==> config.mk <==
export PLATFORM = sky130hd
export DESIGN_NAME = diff_blink_monitor_flat
export DESIGN_NICKNAME = d
export VERILOG_FILES = /design/src/rtl/diff_mon_pkg.sv /design/src/rtl/diff_blink_monitor_if.sv /design/src/rtl/IBUFDS.sv /design/src/rtl/sync_ff.sv /design/src/rtl/diff_blink_monitor.sv /design/src/flat_wrapper.sv
export SDC_FILE = /design/constraint.sdc
export NUM_CORES = 1
export LEC_CHECK = 0
export ABC_CLOCK_PERIOD_IN_PS = 17400
export CAP_MARGIN = 20
export CORE_MARGIN = 8
export CORE_UTILIZATION = 42
export DETAILED_ROUTE_END_ITERATION = 6
export HOLD_SLACK_MARGIN = 0.05
export SLEW_MARGIN = 20
export SYNTH_ARGS = -nofsm -noshare
export SYNTH_HDL_FRONTEND = slang
export SYNTH_SLANG_ARGS = --single-unit
==> constraint.sdc <==
create_clock -name clk -period 17.4 [get_ports clk]
set_input_delay 3.48 -clock clk [delete_from_list [all_inputs] [get_ports clk]]
set_output_delay 3.48 -clock clk [all_outputs]
set_load 0.01 [all_outputs]
==> src/rtl/diff_mon_pkg.sv <==
// rtl/diff_mon_pkg.sv - shared types and defaults for the differential blink monitor
//
// Holds the FSM state encoding and the default parameter values used by
// diff_blink_monitor and its interface.
package diff_mon_pkg;

  typedef enum logic [1:0] {
    IDLE    = 2'd0,
    MEASURE = 2'd1,
    LOCKED  = 2'd2
  } mon_state_t;

  localparam int DEF_CNT_W       = 26;
  localparam int DEF_SYNC_STAGES = 2;
  localparam int DEF_TIMEOUT     = 50_000_000;
  localparam int DEF_TOL         = 4;
  localparam int DEF_LOCK_COUNT  = 4;

endpackage

==> src/rtl/diff_blink_monitor_if.sv <==
// rtl/diff_blink_monitor_if.sv - pad pair and status bundle of the blink monitor
//
// master : drives the differential pads, observes status (board side / bench)
// slave  : the monitor; samples the pads, drives level/period/status
//   sig_p, sig_n  differential input pads
//   level         synchronised level
//   period        last measured rise-to-rise period in clk cycles
//   period_valid  one-cycle pulse when period updates
//   locked        period stable within tolerance
//   timeout       no rising edge within the timeout window
interface diff_blink_monitor_if
  import diff_mon_pkg::*;
#(
  parameter int CNT_W = DEF_CNT_W
);
  logic             sig_p;
  logic             sig_n;
  logic             level;
  logic [CNT_W-1:0] period;
  logic             period_valid;
  logic             locked;
  logic             timeout;

  modport master (
    output sig_p, sig_n,
    input  level, period, period_valid, locked, timeout
  );

  modport slave (
    input  sig_p, sig_n,
    output level, period, period_valid, locked, timeout
  );
endinterface

==> src/rtl/IBUFDS.sv <==
// rtl/IBUFDS.sv - behavioural stand-in for the differential input buffer primitive
//
// Ports: I (positive pad), IB (negative pad), O (single-ended level).
// A non-differential pair (both pads equal) reads as 0.
module IBUFDS (
  input  logic I,
  input  logic IB,
  output logic O
);
  assign O = (I != IB) ? I : 1'b0;
endmodule

==> src/rtl/sync_ff.sv <==
// rtl/sync_ff.sv - plain flop-chain synchroniser for pad-to-clk crossings
//
// Ports: clk, rst_n (sync, active-low), d (async input), q (synchronised output).
// STAGES must be at least 2.
module sync_ff #(
  parameter int STAGES = 2
) (
  input  logic clk,
  input  logic rst_n,
  input  logic d,
  output logic q
);
  logic [STAGES-1:0] chain;

  always_ff @(posedge clk) begin
    if (!rst_n) begin
      chain <= '0;
    end else begin
      chain <= {chain[STAGES-2:0], d};
    end
  end

  assign q = chain[STAGES-1];
endmodule

==> src/rtl/diff_blink_monitor.sv <==
// rtl/diff_blink_monitor.sv - period / lock / loss checker for a differential toggle line
//
// Ports:
//   clk    system clock (post clock buffer)
//   rst_n  synchronous active-low reset
//   bus    diff_blink_monitor_if.slave: sig_p/sig_n in; level, period,
//          period_valid, locked, timeout out (all registered)
module diff_blink_monitor
  import diff_mon_pkg::*;
#(
  parameter int CNT_W       = DEF_CNT_W,
  parameter int SYNC_STAGES = DEF_SYNC_STAGES,
  parameter int TIMEOUT     = DEF_TIMEOUT,
  parameter int TOL         = DEF_TOL,
  parameter int LOCK_COUNT  = DEF_LOCK_COUNT
) (
  input logic                clk,
  input logic                rst_n,
  diff_blink_monitor_if.slave bus
);

  localparam int MW = $clog2(LOCK_COUNT + 1);
  localparam logic [CNT_W-1:0] CNT_MAX = {CNT_W{1'b1}};
  localparam logic [CNT_W-1:0] TO_LAST = CNT_W'(TIMEOUT - 1);
  localparam logic [CNT_W-1:0] TOL_C   = CNT_W'(TOL);
  localparam logic [MW-1:0]    LOCK_C  = MW'(LOCK_COUNT);

  // Pad input and synchronisation
  logic pad_level;
  logic level_s;
  logic level_d;
  logic rise;

  IBUFDS u_ibufds (
    .I  (bus.sig_p),
    .IB (bus.sig_n),
    .O  (pad_level)
  );

  sync_ff #(.STAGES(SYNC_STAGES)) u_sync (
    .clk   (clk),
    .rst_n (rst_n),
    .d     (pad_level),
    .q     (level_s)
  );

  always_ff @(posedge clk) begin
    if (!rst_n) begin
      level_d <= 1'b0;
    end else begin
      level_d <= level_s;
    end
  end

  assign rise      = level_s & ~level_d;
  assign bus.level = level_s;

  // Free-running interval counter, restarted by every rise, saturating
  logic [CNT_W-1:0] cnt;

  always_ff @(posedge clk) begin
    if (!rst_n) begin
      cnt <= '0;
    end else if (rise) begin
      cnt <= '0;
    end else if (cnt != CNT_MAX) begin
      cnt <= cnt + 1'b1;
    end
  end

  // Period of the interval closed by this cycle's rise
  logic [CNT_W-1:0] meas;
  logic [CNT_W-1:0] prev;
  logic             prev_valid;
  logic [CNT_W-1:0] diff;
  logic             in_tol;
  logic             expire;

  assign meas   = (cnt == CNT_MAX) ? CNT_MAX : cnt + 1'b1;
  assign diff   = (meas > prev) ? (meas - prev) : (prev - meas);
  assign in_tol = prev_valid && (diff <= TOL_C);
  assign expire = (cnt == TO_LAST) && !rise;

  // FSM and registered outputs
  mon_state_t       state, state_nxt;
  logic [MW-1:0]    match_cnt, match_nxt;
  logic [CNT_W-1:0] prev_nxt;
  logic             prev_valid_nxt;
  logic [CNT_W-1:0] period_q, period_nxt;
  logic             pv_q, pv_nxt;
  logic             locked_q, locked_nxt;
  logic             timeout_q, timeout_nxt;

  always_ff @(posedge clk) begin
    if (!rst_n) begin
      state      <= IDLE;
      match_cnt  <= '0;
      prev       <= '0;
      prev_valid <= 1'b0;
      period_q   <= '0;
      pv_q       <= 1'b0;
      locked_q   <= 1'b0;
      timeout_q  <= 1'b0;
    end else begin
      state      <= state_nxt;
      match_cnt  <= match_nxt;
      prev       <= prev_nxt;
      prev_valid <= prev_valid_nxt;
      period_q   <= period_nxt;
      pv_q       <= pv_nxt;
      locked_q   <= locked_nxt;
      timeout_q  <= timeout_nxt;
    end
  end

  always_comb begin
    state_nxt      = state;
    match_nxt      = match_cnt;
    prev_nxt       = prev;
    prev_valid_nxt = prev_valid;
    period_nxt     = period_q;
    pv_nxt         = 1'b0;
    locked_nxt     = locked_q;
    timeout_nxt    = timeout_q;

    case (state)
      IDLE: begin
        // First rise only opens a measurement; the interval before it is partial.
        if (rise) begin
          state_nxt      = MEASURE;
          timeout_nxt    = 1'b0;
          match_nxt      = '0;
          prev_valid_nxt = 1'b0;
        end
      end

      MEASURE, LOCKED: begin
        if (rise) begin
          period_nxt     = meas;
          pv_nxt         = 1'b1;
          prev_nxt       = meas;
          prev_valid_nxt = 1'b1;
          if (state == MEASURE) begin
            if (in_tol) begin
              match_nxt = match_cnt + 1'b1;
              if (match_nxt == LOCK_C) begin
                state_nxt  = LOCKED;
                locked_nxt = 1'b1;
              end
            end else begin
              match_nxt = '0;
            end
          end else if (!in_tol) begin
            state_nxt  = MEASURE;
            locked_nxt = 1'b0;
            match_nxt  = '0;
          end
        end else if (expire) begin
          // Loss of activity: drop back and forget the reference period;
          // the last period value is kept for inspection.
          state_nxt      = IDLE;
          timeout_nxt    = 1'b1;
          locked_nxt     = 1'b0;
          match_nxt      = '0;
          prev_valid_nxt = 1'b0;
        end
      end

      default: begin
        state_nxt = IDLE;
      end
    endcase
  end

  assign bus.period       = period_q;
  assign bus.period_valid = pv_q;
  assign bus.locked       = locked_q;
  assign bus.timeout      = timeout_q;

endmodule

==> src/flat_wrapper.sv <==
// flat-port wrapper written by rule: the top's interface ports become plain ports
module diff_blink_monitor_flat import diff_mon_pkg::*;
#(
  parameter int CNT_W       = DEF_CNT_W,
  parameter int SYNC_STAGES = DEF_SYNC_STAGES,
  parameter int TIMEOUT     = DEF_TIMEOUT,
  parameter int TOL         = DEF_TOL,
  parameter int LOCK_COUNT  = DEF_LOCK_COUNT
)
  (clk, rst_n, bus_sig_p, bus_sig_n, bus_level, bus_period, bus_period_valid, bus_locked, bus_timeout);
  diff_blink_monitor_if #(.CNT_W(CNT_W)) bus_i ();
  input logic clk;
  input logic rst_n;
  input wire logic [$bits(bus_i.sig_p)-1:0] bus_sig_p;
  input wire logic [$bits(bus_i.sig_n)-1:0] bus_sig_n;
  output wire logic [$bits(bus_i.level)-1:0] bus_level;
  output wire logic [$bits(bus_i.period)-1:0] bus_period;
  output wire logic [$bits(bus_i.period_valid)-1:0] bus_period_valid;
  output wire logic [$bits(bus_i.locked)-1:0] bus_locked;
  output wire logic [$bits(bus_i.timeout)-1:0] bus_timeout;
  assign bus_i.sig_p = bus_sig_p;
  assign bus_i.sig_n = bus_sig_n;
  assign bus_level = bus_i.level;
  assign bus_period = bus_i.period;
  assign bus_period_valid = bus_i.period_valid;
  assign bus_locked = bus_i.locked;
  assign bus_timeout = bus_i.timeout;
  diff_blink_monitor #(.CNT_W(CNT_W), .SYNC_STAGES(SYNC_STAGES), .TIMEOUT(TIMEOUT), .TOL(TOL), .LOCK_COUNT(LOCK_COUNT)) u_core (.clk(clk), .rst_n(rst_n), .bus(bus_i));
endmodule
==> metrics.txt <==
outcome=finished clean; maxcap violations=0; min cycle time layout=a little under 7 ns; Fmax=144 MHz; cell taking the most area after synthesis=dfxtp_1; Worst EP required=17.63 ns; fin. max-slew vios=0; die area=between 15,000 and 20,000 µm²; FF/Latch Area=1280 µm²; critical-path cell list=ha_1 -> nand4_1 -> nor3_1 -> nand4_1 -> nor2_1 -> and2_1 -> nor2_1 -> inv_1 -> ha_1 -> a21o_1 -> a31o_2 -> a221o_1 -> a21oi_1 -> and3_1 -> nor2_1 -> or3_1 -> a211oi_1 -> nand2_1 -> o31ai_1 -> a21boi_1 -> mux2i_1; port bufs=33; layout cells sized above 1=3.93%; via count=6,139; Max FO, Critical Path=23; drt first pass iters=5; Worst R2R Start=u_core.cnt[0]; post-route DRC violation count=0; io pins=34; Post-Synth Adder-Cell Area=12.0%; Synth Area in Compound Gates=28.2%; Worst EP arrival=7.18 ns; WHS Path Cells=1; remaining global-route overflow=0; Setup Crit Path Kind=flip-flop to flip-flop; global-route wire length before repair=29,900 µm; die extent in y=136 µm; Slew HR=between 30% and 40%; initial antenna violation count=0; commonest cells in the netlist=nand2_1 (89), nor2_1 (87), a21oi_1 (70); Fillers=1,427; CP max stage delay=0.67 ns; Worst Setup Start Kind=flip-flop; TritonCTS buffer count=9; Post-Synthesis Cells=831; total power draw=0.550 mW; GRT Util Overall=20.6%; PD cells=81.0 nW/µm²; Post-DP HPWL=15,000 µm; area occupied by multi-input gates=4350 µm²; number of synthesized flops with an enable pin=0; Worst VDD drop=a little under 0.05 mV; Core Area=roughly 14,000 µm²; largest family of logic cells by synthesized area=compound AO/OA/AOI/OAI gates; Nets=897; r2r endpoint=u_core.state[0]; H-tree depth=3; number of setup buffers added after CTS=0; CTS tree=yes; clock skew=0.0101 ns; routed length per instance=18.7 µm; post-synthesis mux area share=0.495%; CTS Hold Bufs=0; Worst R2R Setup Slack=10.45 ns; Num Clock Sinks=64; routability cong.=0.936; Iter 0 DRT Violations=605; syn nets=893; worst slew pin tran=0.977 ns; initial core utilization=42.4%; row cnt=44; Area Overhead vs Synth=11.9%; total wire length=between 15,000 and 20,000 µm; hold_sp=u_core.u_sync.chain[0]; Root Driver=clkbuf_16; WHS Endpoint=u_core.u_sync.chain[1]; Min-Delay Path Class=flip-flop to flip-flop; Seq/Total Area, Yosys=21.1%; Final Setup Violations=0; post-synth cell types=between 60 and 70; Clock Latency Late Sink=~0.35 ns; ANT nets after route=0; setup TNS=0 ns; synth warn=0; Yosys reg bits=64; PostCTS Resize Cnt=0; Final period util=between 30 and 40%; Most Frequent Cell on Critical Path=nor2_1; slowest cell on the critical path=and2_1; fraction of registers with async set/reset=0%; P_leak=3.28 nW; clock transition at the registers of the reported paths=0.05 ns; simple-gate share of the synthesized area=25.7%; reg2reg path depth=21; Die Wd=approximately 140 µm; vias per cell=6.00; synth top area cells=dfxtp_1 (21%), ha_1 (12%), a21oi_1 (5.8%), nand2_1 (5.5%), nor2_1 (5.4%); count leader, synth=nand2_1; Syn Area/Cell=~7.3 µm²; vias in the first global route=5,751; post-synthesis cell area=roughly 6000 µm²; Synth Flop Type=dfxtp_1; CP Capture Type=flip-flop; RSZ-0062 raised after global routing=false; largest net degree at the start of global routing=52; XOR/XNOR share of the synthesized area=approximately 5.3%; fin util=47.4%; Fin. Hold Viols=0; Yosys top cell area share=21.1%; CTS max path bufs=2; Antenna Cells=0
[cell type report]
class	instances	share of cell area (%)
clock buffers	11	3.58
clock inverters	5	1.53
inverters	64	3.54
multi-input cells	662	64.1
flip-flops and latches	64	18.9
well taps	184	3.39
repair buffers	34	4.98
[state kept, by name, summed over array words and instances, names as in the netlist]
| signal | flops |
|---|---|
| u_core.state | 2 |
| u_core.bus.period_valid | 1 |
| u_core.cnt | 26 |
| u_core.level_d | 1 |
| u_core.match_cnt | 3 |
| u_core.bus.period | 26 |
| u_core.u_sync.chain | 2 |
| u_core.bus.timeout | 1 |
| u_core.bus.locked | 1 |
| u_core.prev_valid | 1 |
[cells in the final DEF (no fill, tap or decap), types with 3 or more instances in the layout]
master and instances:
and4_1 4, nor2_1 87, xor2_1 14, o21ai_0 39
nor3_1 18, a211oi_1 9, nand2_1 89, o211ai_1 7
xnor2_1 23, o31a_1 3, mux2i_1 3, clkdlybuf4s50_1 33
or4_1 3, o21bai_1 6, o31ai_1 7, nor2b_1 4
bufinv_16 3, a211o_1 4, nand3_1 30, a21boi_0 7
o221ai_1 5, nand2b_1 6, o211a_1 27, ha_1 58
a21o_1 17, and3_1 13, clkbuf_16 9, and2_1 15
inv_1 64, or3_1 11, o22ai_1 7, o2111ai_1 3
o21a_1 7, a21oi_1 70, dfxtp_1 64, nand4_1 17
nor4_1 6
[power breakdown]
part | total (mW) | internal, mW | switching [mW]
clock | 0.217 | 0.144 | 0.0731
sequential | 0.152 | 0.149 | 0.00265
combinational | 0.181 | 0.0702 | 0.111
[cell families after synthesis]
| group | Yosys count |
|---|---|
| flip-flops | 64 |
| AND/OR/NAND/NOR | 320 |
| AO/OA/AOI/OAI | 244 |
| adder cells (fa/ha/maj) | 58 |
| multiplexers | 3 |
| XOR/XNOR | 37 |
| buffers and inverters | 105 |
[worst max-delay path by stage]
stage	startpoint	end	slack (ns)	cells after the start
after floorplan	u_core.cnt[0]	u_core.bus.locked	11.95	25
after global placement	u_core.cnt[0]	u_core.state[0]	10.82	21
after detailed placement	u_core.cnt[0]	u_core.state[0]	10.56	21
after CTS	u_core.cnt[0]	u_core.state[0]	10.53	21
after global routing	u_core.cnt[0]	u_core.state[0]	9.98	21
final	u_core.cnt[0]	u_core.state[0]	10.45	21
[layer usage]
layer	track usage [%]	routed length (µm)	vias to the layer above
li1	-	-	2990
met1	25.8	8330	2890
met2	32.8	8760	211
met3	4.99	1450	48
met4	9.58	622	0
met5	0	0	-
[metrics by stage]
step	hold slack, ns	setup WS (ns)	area, µm²	cells
floorplan	0.412	11.95	6060	831
global placement	0.415	10.82	6440	1008
detailed placement	0.427	10.56	6440	1008
CTS	0.441	10.53	6790	1024
global route	0.453	9.98	6790	1024
finish	0.436	10.45	6790	1024
[critical path, delay by kind of cell, from the launching register on]
kind	cells	cell delay [ns]
fa+ha+maj	2	0.61
compound gates	7	2.03
mux	1	0.13
simple gates	10	3.59
flops	1	0.36
buf+inv	1	0.11
Power figures use the tool's default switching activity.
